$ cat config.mk
export PLATFORM = sky130hd
export DESIGN_NAME = uart_rx_sipo
export DESIGN_NICKNAME = d
export VERILOG_FILES = /design/src/rtl/uart_rx_sipo.sv
export SDC_FILE = /design/constraint.sdc
export NUM_CORES = 1
export LEC_CHECK = 0
export BUFFER_PORTS_ARGS = -buffer_cell sky130_fd_sc_hd__buf_2
export CAP_MARGIN = 20
export CORE_MARGIN = 5
export CORE_UTILIZATION = 45
export CTS_CLUSTER_DIAMETER = 40
export DETAILED_ROUTE_END_ITERATION = 7
export PLACE_DENSITY_LB_ADDON = 0.05
export SYNTH_ARGS = -nofsm -noshare
export SYNTH_HDL_FRONTEND = slang
export SYNTH_SLANG_ARGS = --single-unit
$ cat constraint.sdc
create_clock -name clk -period 2.35 [get_ports clk]
set_clock_uncertainty 0.1 [all_clocks]
set_input_delay 0.3525 -clock clk [delete_from_list [all_inputs] [get_ports clk]]
set_output_delay 0.3525 -clock clk [all_outputs]
set_load 0.03 [all_outputs]
$ cat src/rtl/uart_rx_sipo.sv
// uart_rx_sipo: oversampling serial-in parallel-out UART receiver.
// Mid-bit sampling, LSB-first shift, stop-bit check, 1-cycle strobes.
module uart_rx_sipo #(
  parameter int CLKS_PER_BIT = 16,
  parameter int DATA_BITS    = 8
) (
  input  logic                 clk,
  input  logic                 reset_n,
  input  logic                 ena,
  input  logic                 rxd,
  output logic [DATA_BITS-1:0] dout,
  output logic                 valid,
  output logic                 frame_err,
  output logic                 busy
);

  localparam int CW = $clog2(CLKS_PER_BIT);
  localparam int IW = $clog2(DATA_BITS);

  localparam logic [CW-1:0] HALF_M1  = CW'(CLKS_PER_BIT/2 - 1);
  localparam logic [CW-1:0] FULL_M1  = CW'(CLKS_PER_BIT - 1);
  localparam logic [IW-1:0] LAST_IDX = IW'(DATA_BITS - 1);

  typedef enum logic [2:0] {
    IDLE,
    START,
    DATA,
    STOP,
    BRK
  } state_t;

  state_t               state_q, state_d;
  logic [1:0]           sync_q;
  logic                 rxd_s;
  logic [CW-1:0]        cnt_q, cnt_d;
  logic [IW-1:0]        idx_q, idx_d;
  logic [DATA_BITS-1:0] shift_q, shift_d;
  logic [DATA_BITS-1:0] dout_q, dout_d;
  logic                 valid_q, valid_d;
  logic                 ferr_q, ferr_d;

  // rxd is asynchronous; only the second flop is ever looked at.
  always_ff @(posedge clk or negedge reset_n) begin
    if (!reset_n) begin
      sync_q <= 2'b11;
    end else begin
      sync_q <= {sync_q[0], rxd};
    end
  end

  assign rxd_s = sync_q[1];

  always_ff @(posedge clk or negedge reset_n) begin
    if (!reset_n) begin
      state_q <= IDLE;
      cnt_q   <= '0;
      idx_q   <= '0;
      shift_q <= '0;
      dout_q  <= '0;
      valid_q <= 1'b0;
      ferr_q  <= 1'b0;
    end else begin
      state_q <= state_d;
      cnt_q   <= cnt_d;
      idx_q   <= idx_d;
      shift_q <= shift_d;
      dout_q  <= dout_d;
      valid_q <= valid_d;
      ferr_q  <= ferr_d;
    end
  end

  always_comb begin
    state_d = state_q;
    cnt_d   = cnt_q + 1'b1;
    idx_d   = idx_q;
    shift_d = shift_q;
    dout_d  = dout_q;
    valid_d = 1'b0;
    ferr_d  = 1'b0;

    if (!ena) begin
      state_d = IDLE;
      cnt_d   = '0;
      idx_d   = '0;
      shift_d = '0;
    end else begin
      unique case (state_q)
        IDLE: begin
          cnt_d = '0;
          if (!rxd_s) begin
            state_d = START;
          end
        end
        START: begin
          if (cnt_q == HALF_M1) begin
            cnt_d   = '0;
            idx_d   = '0;
            state_d = rxd_s ? IDLE : DATA;
          end
        end
        DATA: begin
          if (cnt_q == FULL_M1) begin
            cnt_d   = '0;
            shift_d = {rxd_s, shift_q[DATA_BITS-1:1]};
            if (idx_q == LAST_IDX) begin
              idx_d   = '0;
              state_d = STOP;
            end else begin
              idx_d = idx_q + 1'b1;
            end
          end
        end
        STOP: begin
          if (cnt_q == FULL_M1) begin
            cnt_d = '0;
            if (rxd_s) begin
              dout_d  = shift_q;
              valid_d = 1'b1;
              state_d = IDLE;
            end else begin
              ferr_d  = 1'b1;
              state_d = BRK;
            end
          end
        end
        // a held-low line must go high before a new start counts
        BRK: begin
          cnt_d = '0;
          if (rxd_s) begin
            state_d = IDLE;
          end
        end
        default: begin
          cnt_d   = '0;
          state_d = IDLE;
        end
      endcase
    end
  end

  assign dout      = dout_q;
  assign valid     = valid_q;
  assign frame_err = ferr_q;
  assign busy      = (state_q != IDLE);

endmodule

==> flow_metrics.py <==
metrics = {
    "global_routing": {
        "grt_pass1_wl_um": 4720,
        "grt_pass1_vias": 1016,
        "antenna_found_initial": 0,
        "grt_overflow": 0,
        "grt_max_degree": 31,
        "grtUsageTotal": 0.143,
    },
    "run": {
        "drv_cap": 0,
    },
    "layout": {
        "fin_area_um2": 1660,
        "fin_nets": 154,
        "layout-drive-gt1-share": 0.279,
        "layout.cells.non_filler": 193,
        "post-route-util": 0.506,
        "multi_input_comb_area_um2": 669,
        "nFillCells": 302,
        "area.sequential_um2": 753,
        "num_antenna_cells": 0,
        "syn2layout_area_growth_pct": 10.6,
    },
    "clock_network": {
        "clock_latency_ns": 0.33,
        "clockRootBuffer": "clkbuf_4",
        "cts_tree": "built",
        "clk_path_buf_depth": 2,
        "cts.sinks": 30,
        "cts.htree.levels": 2,
        "cts_resized": 0,
        "clkTransAtPathRegs_ns": 0.09,
        "numCtsBuffers": 5,
    },
    "synthesis": {
        "syn_inst": 130,
        "yosysSeqAreaShare": 0.501,
        "ys_seq_elements": 30,
        "yosysWarnings": 0,
        "avgSynthCellArea_um2": 11.6,
        "syn_nets": 137,
        "ys_top_cells_by_area": "dfrtp_1 (47%), mux2_4 (8.0%), nand3_1 (4.0%), a21boi_0 (4.0%), dfstp_2 (3.5%)",
        "yosysTopAreaCell": "dfrtp_1",
        "yosys.area.top_type_share": 0.466,
        "synth_cell_types": 38,
        "synth.cell_area_um2": 1500,
    },
    "power_and_ir_drop": {
        "power_uw": 885,
        "irDropWorstVdd_uv": 266,
        "p_leak_nw": 0.818,
        "powerDensity_nw_per_um2": 532,
    },
    "placement": {
        "dp_slack_ns": 0.337,
        "dpl-instance-area_um2": 1600,
        "io_buffers": 14,
        "gp_congestion": 0.877,
        "dp_hpwl_um": 1880,
        "dp.cells": 184,
    },
    "detailed_routing": {
        "dr.pass1.iters": 4,
        "drt_iter0_drc": 40,
        "routed_wl_um": 2710,
        "routedWlPerCell_um": 14.0,
        "antenna_left": 0,
        "vias": 1031,
        "vias_per_cell": 5.34,
        "drc_errors": 0,
    },
    "sta": {
        "fin_crit_sh": 0.858,
        "rsz0062_at_grt": "no",
        "max-slew-margin-rel": 0.571,
        "hold_viol": 0,
        "fmax_ghz": 0.496,
        "setup_viol": 0,
        "maxSlewViolCount": 0,
        "hold_slack_ns": 0.245,
        "period_needed_ns": 2.02,
        "worstMarginPinSlew_ns": 0.641,
        "tns_ns": 0,
        "finalWorstSetupSlack_ns": 0.333,
    },
    "setup_path": {
        "worstPathRequired_ns": 2.47,
        "cp-start-kind": "flop",
        "end_kind": "flop",
        "crit_type": "flop to flop",
        "crit_fanout": 9,
        "arrival_ns": 2.14,
    },
    "hold_path": {
        "hp-class": "primary input to flop",
    },
    "run_status": {
        "status": "finished clean",
    },
    "die": {
        "core_um2": 3280,
        "io_pins": 15,
        "row_count": 21,
        "start_util": 0.458,
        "die_w_um": 67.8,
        "die_h_um": 67.8,
        "die_area_um2": 4600,
    },
}
## critical path, stage by stage, from the launching register on
cell and delay (ns):
dfrtp_1 0.37, ha_1 0.30, nand4_1 0.18, or3_1 0.58, mux2_4 0.38
## cell type report
class | instances | area share
timing repair buffer | 20 | 0.0722
clock buffer | 5 | 0.0226
sequential | 30 | 0.453
multi-input combinational | 86 | 0.403
inverter | 4 | 0.00903
tap | 46 | 0.0346
clock inverter | 2 | 0.00602
## cells by family (layout without fill, tap and decap cells)
group	after synthesis	count (layout)	synth area share
adders and majority gates	3	3	0.0250
AOI/OAI and AO/OA	28	28	0.131
DFF	30	30	0.501
xor gates and xnor gates	2	2	0.0116
muxes	13	13	0.113
buffers and inverters	14	31	0.0541
and+or+nand+nor	40	40	0.164
## sequential cells by signal (all words and copies together) (netlist names)
signal / flops
idx_q: 3
valid: 1
state_q: 3
dout: 8
shift_q: 8
frame_err: 1
sync_q: 2
cnt_q: 4
## report_power, final
part | total (mW) | internal [mW] | switching [mW]
Clock | 0.278 | 0.107 | 0.170
Sequential | 0.535 | 0.525 | 0.0101
Combinational | 0.0716 | 0.0305 | 0.0412
Total | 0.885 | 0.663 | 0.222
## cell usage after synthesis
| cell type | count |
|---|---|
| dfrtp_1 | 28 |
| nand3_1 | 12 |
| o21ai_0 | 10 |
| a21boi_0 | 8 |
| mux2_4 | 8 |
| nand2_1 | 6 |
| mux2i_1 | 5 |
| inv_1 | 4 |
| buf_6 | 3 |
| clkbuf_1 | 3 |
| ha_1 | 3 |
| nor2_1 | 3 |
| nor2b_1 | 3 |
| or3_1 | 3 |
| or3b_2 | 3 |
| buf_2 | 2 |
| dfstp_2 | 2 |
| nor3_1 | 2 |
| o22ai_1 | 2 |
| xnor2_1 | 2 |
| a2111oi_0 | 1 |
| a211o_1 | 1 |
| a211oi_4 | 1 |
| a21boi_1 | 1 |
| a21o_1 | 1 |
| a21oi_1 | 1 |
| a41oi_1 | 1 |
| and3_1 | 1 |
| buf_1 | 1 |
| buf_4 | 1 |
| nand3b_1 | 1 |
| nand3b_4 | 1 |
| nand4_1 | 1 |
| nand4bb_1 | 1 |
| nor3b_1 | 1 |
| nor3b_2 | 1 |
| o311ai_0 | 1 |
| or2b_1 | 1 |
## layer usage
| layer | global-route usage | vias up | part of all wire |
|---|---|---|---|
| met1 | 0.172 | 498 | 0.47 |
| met5 | 0 | - | 0 |
| met2 | 0.222 | 27 | 0.45 |
| li1 | - | 497 | - |
| met3 | 0.0427 | 9 | 0.057 |
| met4 | 0.0918 | 0 | 0.024 |
## timing repair
action                                 4_1_cts  5_1_grt
setup buffers                                0        0
endpoints found under the hold margin       28        1
hold buffers                                 1        1
## final timing paths
path | slack (ns) | to | from | cells after the start
max | 0.33 | dout[0] | cnt_q[0] | 4
min | 0.24 | idx_q[0] | ena | 3
max reg2reg | 0.33 | dout[0] | cnt_q[0] | 4
min reg2reg | 0.26 | sync_q[1] | sync_q[0] | 0
max in group asynchronous | 1.26 | cnt_q[1] | reset_n | 2
min in group asynchronous | 0.48 | dout[5] | reset_n | 2
## cells in the final DEF, fill, tap and decap left out, types with 2 or more instances in the layout
cell,netlist,final
dfrtp_1,28,28
buf_2,2,14
nand3_1,12,12
o21ai_0,10,10
a21boi_0,8,8
mux2_4,8,8
nand2_1,6,6
mux2i_1,5,5
clkbuf_4,0,5
inv_1,4,4
buf_4,1,4
nor2_1,3,3
or3_1,3,3
nor2b_1,3,3
or3b_2,3,3
ha_1,3,3
xnor2_1,2,2
nor3_1,2,2
o22ai_1,2,2
clkinv_2,0,2
dlygate4sd3_1,0,2
dfstp_2,2,2
Power figures use the tool's default switching activity.
